## config.mk

```make
export PLATFORM = sky130hd
export DESIGN_NAME = or_and_reduce_pipe_flat
export DESIGN_NICKNAME = d
export VERILOG_FILES = /design/src/rtl/or_and_reduce_pipe_if.sv /design/src/rtl/or_and_reduce_pipe.sv /design/src/flat_wrapper.sv
export SDC_FILE = /design/constraint.sdc
export NUM_CORES = 1
export LEC_CHECK = 0
export CORE_ASPECT_RATIO = 0.5
export CORE_MARGIN = 10
export CORE_UTILIZATION = 45
export CTS_BUF_LIST = sky130_fd_sc_hd__clkbuf_8
export DETAILED_ROUTE_END_ITERATION = 12
export PLACE_DENSITY_LB_ADDON = 0.1
export SLEW_MARGIN = 10
export SYNTH_ARGS = -nofsm -noshare
export SYNTH_HDL_FRONTEND = slang
export SYNTH_SLANG_ARGS = --single-unit
```

## constraint.sdc

```tcl
create_clock -name clk -period 4.9 [get_ports clk]
set_input_delay 1.225 -clock clk [delete_from_list [all_inputs] [get_ports clk]]
set_output_delay 1.225 -clock clk [all_outputs]
set_load 0.02 [all_outputs]
```

## src/rtl/or_and_reduce_pipe_if.sv

```systemverilog
// Operand/result stream bundle for or_and_reduce_pipe.
// master: the side that supplies operand beats and consumes results.
// slave:  the reduction pipeline itself.
interface or_and_reduce_pipe_if #(
    parameter int unsigned NCH = 4,
    parameter int unsigned W   = 28
);
    logic             in_valid;
    logic             in_ready;
    logic [NCH*W-1:0] in_a;
    logic [NCH*W-1:0] in_b;
    logic             in_last;
    logic             out_valid;
    logic             out_ready;
    logic [NCH-1:0]   out_hit;
    logic [NCH-1:0]   out_any;
    logic             out_last;
    logic [NCH-1:0]   out_frame_hit;
    logic             out_overrun;

    modport master (
        output in_valid, in_a, in_b, in_last, out_ready,
        input  in_ready, out_valid, out_hit, out_any, out_last, out_frame_hit, out_overrun
    );

    modport slave (
        input  in_valid, in_a, in_b, in_last, out_ready,
        output in_ready, out_valid, out_hit, out_any, out_last, out_frame_hit, out_overrun
    );
endinterface

```

## src/rtl/or_and_reduce_pipe.sv

```systemverilog
// Pipelined per-channel AND-reduce of (A | B) with per-frame sticky accumulation.
// Stage 0 registers the bitwise OR; each later stage folds the vector by FOLD, and the
// final few bits are ANDed after the last register, so the result is STAGES-independent.
// Optional: define OR_AND_REDUCE_FAILCNT_EN to add per-channel fail counters
// (fail_cnt output, fail_clr input).
module or_and_reduce_pipe #(
    parameter int unsigned NCH       = 4,
    parameter int unsigned W         = 28,
    parameter int unsigned STAGES    = 2,
    parameter int unsigned FRAME_LEN = 8,
    parameter int unsigned CW        = $clog2(FRAME_LEN + 1)
) (
    input logic             clk,
    input logic             rst,
    or_and_reduce_pipe_if.slave bus
`ifdef OR_AND_REDUCE_FAILCNT_EN
    ,
    input  logic            fail_clr,
    output logic [NCH*16-1:0] fail_cnt
`endif
);

    // Smallest fold factor f with f^s >= w, so s reduction levels reach one bit.
    function automatic int calc_fold(input int w, input int s);
        int f;
        int p;
        f = w;
        for (int cand = w; cand >= 2; cand--) begin
            p = 1;
            for (int k = 0; k < s; k++) begin
                if (p < w) p = p * cand;
            end
            if (p >= w) f = cand;
        end
        return f;
    endfunction

    localparam int FOLD = calc_fold(int'(W), int'(STAGES));

    typedef logic [W-1:0]          vec_t;
    typedef logic [NCH-1:0][W-1:0] beat_t;

    // ANDs groups of FOLD bits into the low positions; vacated bits become 1.
    function automatic vec_t and_fold(input vec_t v);
        vec_t r;
        r = '1;
        for (int i = 0; i < int'(W); i++) begin
            r[i / FOLD] = r[i / FOLD] & v[i];
        end
        return r;
    endfunction

    logic [STAGES-1:0] v_q;
    logic [STAGES-1:0] last_q;
    logic [STAGES-1:0] adv;
    beat_t             or_q  [STAGES];
    logic [NCH-1:0]    any_q [STAGES];
    beat_t             in_or;

    logic [CW-1:0]  cnt_q;
    logic [NCH-1:0] acc_q;
    logic [NCH-1:0] hit;
    logic           at_limit;
    logic           out_last_w;
    logic           xfer;

    assign in_or = beat_t'(bus.in_a | bus.in_b);

    // Backward advance chain: a stage may move when empty or when its successor moves.
    always_comb begin
        adv = '0;
        adv[STAGES-1] = ~v_q[STAGES-1] | bus.out_ready;
        for (int s = int'(STAGES) - 2; s >= 0; s--) begin
            adv[s] = ~v_q[s] | adv[s+1];
        end
    end

    // Pipeline registers; payload only loads when a valid beat moves in.
    always_ff @(posedge clk) begin
        if (rst) begin
            v_q    <= '0;
            last_q <= '0;
            for (int s = 0; s < int'(STAGES); s++) begin
                or_q[s]  <= '0;
                any_q[s] <= '0;
            end
        end else begin
            if (adv[0]) begin
                v_q[0] <= bus.in_valid;
                if (bus.in_valid) begin
                    or_q[0]   <= in_or;
                    last_q[0] <= bus.in_last;
                    for (int c = 0; c < int'(NCH); c++) begin
                        any_q[0][c] <= in_or[c][0];
                    end
                end
            end
            for (int s = 1; s < int'(STAGES); s++) begin
                if (adv[s]) begin
                    v_q[s] <= v_q[s-1];
                    if (v_q[s-1]) begin
                        last_q[s] <= last_q[s-1];
                        any_q[s]  <= any_q[s-1];
                        for (int c = 0; c < int'(NCH); c++) begin
                            or_q[s][c] <= and_fold(or_q[s-1][c]);
                        end
                    end
                end
            end
        end
    end

    // Final AND level and frame-qualified outputs, all from registered state.
    always_comb begin
        hit = '0;
        for (int c = 0; c < int'(NCH); c++) begin
            hit[c] = &or_q[STAGES-1][c];
        end
        at_limit   = (cnt_q == CW'(FRAME_LEN - 1));
        out_last_w = v_q[STAGES-1] & (last_q[STAGES-1] | at_limit);
        xfer       = v_q[STAGES-1] & bus.out_ready;
    end

    assign bus.in_ready      = adv[0];
    assign bus.out_valid     = v_q[STAGES-1];
    assign bus.out_hit       = hit;
    assign bus.out_any       = any_q[STAGES-1];
    assign bus.out_last      = out_last_w;
    assign bus.out_overrun   = v_q[STAGES-1] & at_limit & ~last_q[STAGES-1];
    assign bus.out_frame_hit = acc_q & hit;

    // Frame accumulator and beat counter, updated only on output transfer.
    always_ff @(posedge clk) begin
        if (rst) begin
            cnt_q <= '0;
            acc_q <= '1;
        end else if (xfer) begin
            if (out_last_w) begin
                cnt_q <= '0;
                acc_q <= '1;
            end else begin
                cnt_q <= cnt_q + CW'(1);
                acc_q <= acc_q & hit;
            end
        end
    end

`ifdef OR_AND_REDUCE_FAILCNT_EN
    logic [NCH-1:0][15:0] fail_cnt_q;

    // Saturating per-channel fail counts; a clear beats a coincident increment.
    always_ff @(posedge clk) begin
        if (rst || fail_clr) begin
            fail_cnt_q <= '0;
        end else if (xfer) begin
            for (int c = 0; c < int'(NCH); c++) begin
                if (!hit[c] && fail_cnt_q[c] != 16'hFFFF) begin
                    fail_cnt_q[c] <= fail_cnt_q[c] + 16'd1;
                end
            end
        end
    end

    assign fail_cnt = fail_cnt_q;
`endif

endmodule
```

## src/flat_wrapper.sv

```systemverilog
// flat-port wrapper written by rule: the top's interface ports become plain ports
module or_and_reduce_pipe_flat 
#(
    parameter int unsigned NCH       = 4,
    parameter int unsigned W         = 28,
    parameter int unsigned STAGES    = 2,
    parameter int unsigned FRAME_LEN = 8,
    parameter int unsigned CW        = $clog2(FRAME_LEN + 1)
)
  (clk, rst, bus_in_valid, bus_in_a, bus_in_b, bus_in_last, bus_out_ready, bus_in_ready, bus_out_valid, bus_out_hit, bus_out_any, bus_out_last, bus_out_frame_hit, bus_out_overrun);
  or_and_reduce_pipe_if #(.NCH(NCH), .W(W)) bus_i ();
  input logic clk;
  input logic rst;
  input wire logic [$bits(bus_i.in_valid)-1:0] bus_in_valid;
  input wire logic [$bits(bus_i.in_a)-1:0] bus_in_a;
  input wire logic [$bits(bus_i.in_b)-1:0] bus_in_b;
  input wire logic [$bits(bus_i.in_last)-1:0] bus_in_last;
  input wire logic [$bits(bus_i.out_ready)-1:0] bus_out_ready;
  output wire logic [$bits(bus_i.in_ready)-1:0] bus_in_ready;
  output wire logic [$bits(bus_i.out_valid)-1:0] bus_out_valid;
  output wire logic [$bits(bus_i.out_hit)-1:0] bus_out_hit;
  output wire logic [$bits(bus_i.out_any)-1:0] bus_out_any;
  output wire logic [$bits(bus_i.out_last)-1:0] bus_out_last;
  output wire logic [$bits(bus_i.out_frame_hit)-1:0] bus_out_frame_hit;
  output wire logic [$bits(bus_i.out_overrun)-1:0] bus_out_overrun;
  assign bus_i.in_valid = bus_in_valid;
  assign bus_i.in_a = bus_in_a;
  assign bus_i.in_b = bus_in_b;
  assign bus_i.in_last = bus_in_last;
  assign bus_i.out_ready = bus_out_ready;
  assign bus_in_ready = bus_i.in_ready;
  assign bus_out_valid = bus_i.out_valid;
  assign bus_out_hit = bus_i.out_hit;
  assign bus_out_any = bus_i.out_any;
  assign bus_out_last = bus_i.out_last;
  assign bus_out_frame_hit = bus_i.out_frame_hit;
  assign bus_out_overrun = bus_i.out_overrun;
  or_and_reduce_pipe #(.NCH(NCH), .W(W), .STAGES(STAGES), .FRAME_LEN(FRAME_LEN), .CW(CW)) u_core (.clk(clk), .rst(rst), .bus(bus_i));
endmodule
```

==> metrics.csv <==
stage,metric,value,unit
run_status,status,"finished, final reports clean",
flow_run,# Max-Cap Violations,0,
critical_path,CP Launch Type,input pin,
floorplan,die height,102.8,µm
cells_and_area,area grow syn2layout,47.83,%
yosys,Yosys top cell area share,66.72,%
placement,GPL Wtd Cong,0.7354,
cts,root buffer selected by CTS,clkbuf_8,
detailed_routing,detailed-route via count,4539,
yosys,Synth Register Bits,150,
yosys,top post-synthesis cells by count,"224 x nor2_1, 137 x edfxtp_1, 24 x nand2_1",
timing,final max-slew violation count,0,
critical_path,CP Max Fanout,5,
global_routing,pin count of the biggest net entering global routing,81,
detailed_routing,Pre-antenna DRT Iters,4,
placement,post-DP HPWL,11740,µm
yosys,Main synth FF type,edfxtp_1,
yosys,Synth cell types,32,
critical_path,R2R depth,4,
timing,Final Skew,0.01214,ns
cts,setup bufs post-CTS,0,
critical_path,Worst R2R Start,u_core.v_q[1],
timing,Worst slew margin,30.94,%
cts,CTS buffer count,17,
power_and_ir_drop,static leakage,3.370,nW
cts,clk_lat worst skew,0.42,ns
yosys,top-count cell post-synth,nor2_1,
floorplan,die extent in x,185.5,µm
yosys,post-synthesis cell count,524,
critical_path,kind of critical path,input pin to primary output,
critical_path,CP Capture Type,primary output,
yosys,cell area after synthesis,6166,µm²
yosys,Synth area leaders,"edfxtp_1 67%, nor2_1 14%, dfxtp_1 4.2%",
cts,CTS resizes,0,
floorplan,IO Count,245,
critical_path,"Data required, critical path",3.67,ns
cells_and_area,# fillers,1040,
global_routing,grt ovf,0,
timing,Fin. Hold Viols,0,
cts,CTS Hold Bufs,0,
detailed_routing,via/cell ratio,4.743,
detailed_routing,Routed WL per cell,15.72,µm
yosys,Synth Net Count,754,
yosys,sequential area share after synthesis,70.94,%
timing,Fmax,0.2530,GHz
placement,I/O Buffers,244,
power_and_ir_drop,pwr/cell area,304.5,nW/µm²
detailed_routing,drt initial violations,229,
cts,H-tree depth,4,
critical_path,worst setup path start,bus_out_ready,
yosys,Yosys Warn Count,0,
timing,Final min period,3.953,ns
global_routing,antenna violations before repair,0,
cells_and_area,register area,4374,µm²
worst_hold_path,hold crit path type,register to register,
cts,CTS tree,done,
floorplan,core area,13480,µm²
timing,RSZ-0062 raised after global routing,no,
cts,clk sinks,150,
timing,period utilization,80.67,%
cells_and_area,"Core Util, Final",67.64,%
yosys,syn avg cell area,11.77,µm²
yosys,Post-synth ARST share,0,%
cts,clock slew at the register clock pins of the worst setup and hold paths,0.09,ns
critical_path,FF-to-FF setup slack,2.95,ns
detailed_routing,DRC viols,0,
yosys,Post-synth EDFFs,137,
power_and_ir_drop,Worst VDD drop,0.0001650,V
critical_path,Worst R2R End,u_core.or_q[0][31],
cells_and_area,multi-input logic area,1637,µm²
floorplan,die area,19070,µm²
global_routing,GR Util All Layers,15.53,%
global_routing,global-route wire length before repair,22930,µm
placement,"worst slack, placed",0.9549,ns
timing,total negative slack,0,ns
cells_and_area,layout cells sized above 1,6.018,%
detailed_routing,final WL,15050,µm
timing,final worst slack,0.9471,ns
global_routing,number of global-route vias before repair,4722,
floorplan,initial core utilization,45.76,%
timing,Final setup viols,0,
timing,Worst-Margin Slew,1.036,ns
critical_path,Worst Setup EP,bus_in_ready,
cells_and_area,NumNets Final,998,
cts,clock buffer depth,2,
detailed_routing,Antenna Violating Nets Remaining,0,
cells_and_area,antenna cell count,0,
critical_path,WP data arrival,2.73,ns
yosys,post-synth top area cell,edfxtp_1,
placement,placed cells,925,
cells_and_area,Final Non-Filler Cells,957,
floorplan,Rows,30,
[metal layers]
layer  part of all wire, %  up-vias  routed length, µm  track usage (%)
met5                     0        -                  0                0
met4                  0.76        0                114            4.615
met3                   9.1       10               1375            6.296
met2                    51      145               7666            27.76
met1                    39     2070               5890            16.77
li1                      -     2314                  -                -
[report_power, final]
part           switching [mW]  total [mW]  internal [mW]
Combinational           0.124       0.330          0.206
Clock                   0.488       0.904          0.415
Sequential             0.0312        1.54           1.51
[cells by family after synthesis]
logic type | Yosys count | synth area share, %
DFF | 150 | 70.94
adders and majority gates | 1 | 0.2029
buffers and inverters | 26 | 2.719
and+or+nand+nor | 325 | 23.80
AOI/OAI and AO/OA | 22 | 2.334
[cell type report]
class / instances / area share, %
clock buffer: 17 / 2.567
clock inverter: 15 / 1.592
inverter: 4 / 0.1647
multi-input combinational: 348 / 17.95
sequential: 150 / 47.99
tap: 176 / 2.416
timing repair buffer: 247 / 27.32
[worst max-delay path: stages]
cell and delay, ns:
clkdlybuf4s50_1 0.53, and3b_1 0.22, inv_1 0.12, clkdlybuf4s50_1 0.63
[placed cells by master, fill, tap and decap left out, types with 2 or more instances in the layout]
cell type | netlist | final
nor2_4 | 10 | 10
clkdlybuf4s50_1 | 0 | 244
and2_1 | 10 | 10
o21ai_0 | 5 | 5
nand4b_1 | 3 | 3
nand2_1 | 24 | 24
a21o_1 | 3 | 2
inv_1 | 4 | 5
nor2_1 | 224 | 224
nand3_1 | 3 | 3
clkinvlp_4 | 0 | 2
nand3b_1 | 3 | 3
nand4_1 | 23 | 23
edfxtp_1 | 137 | 137
inv_8 | 0 | 2
nor3_1 | 15 | 15
a221o_1 | 4 | 4
nand2b_1 | 3 | 3
buf_12 | 1 | 2
and4_1 | 2 | 2
a21oi_1 | 8 | 8
dfxtp_1 | 13 | 13
inv_6 | 0 | 5
clkbuf_8 | 0 | 17
clkinv_4 | 0 | 3
[sequential cells by signal, indices dropped and copies added (netlist names)]
signal / flops
u_core.or_q: 131
u_core.any_q: 7
u_core.acc_q: 4
u_core.cnt_q: 4
u_core.last_q: 2
u_core.v_q: 2
[worst min path at each step]
| stage | cells past startpoint | endpoint | slack (ns) | start |
|---|---|---|---|---|
| 2_1_floorplan | 2 | u_core.last_q[1] | 0.44 | u_core.last_q[0] |
| 3_3_place_gp | 2 | u_core.last_q[1] | 0.45 | u_core.last_q[0] |
| 3_5_place_dp | 2 | u_core.last_q[1] | 0.46 | u_core.last_q[0] |
| 4_1_cts | 2 | u_core.last_q[1] | 0.47 | u_core.last_q[0] |
| 5_1_grt | 2 | u_core.last_q[1] | 0.49 | u_core.last_q[0] |
| 6_report | 2 | u_core.last_q[1] | 0.47 | u_core.last_q[0] |
[per-stage QoR]
step	hold slack (ns)	cell area (µm²)	power, mW
6_report	0.4662	9115	2.776
5_1_grt	0.4917	9115	2.893
3_3_place_gp	0.4519	8736	1.895
4_1_cts	0.4734	9115	2.804
2_1_floorplan	0.4400	6166	1.686
3_5_place_dp	0.4595	8736	1.907
Power figures use the tool's default switching activity.
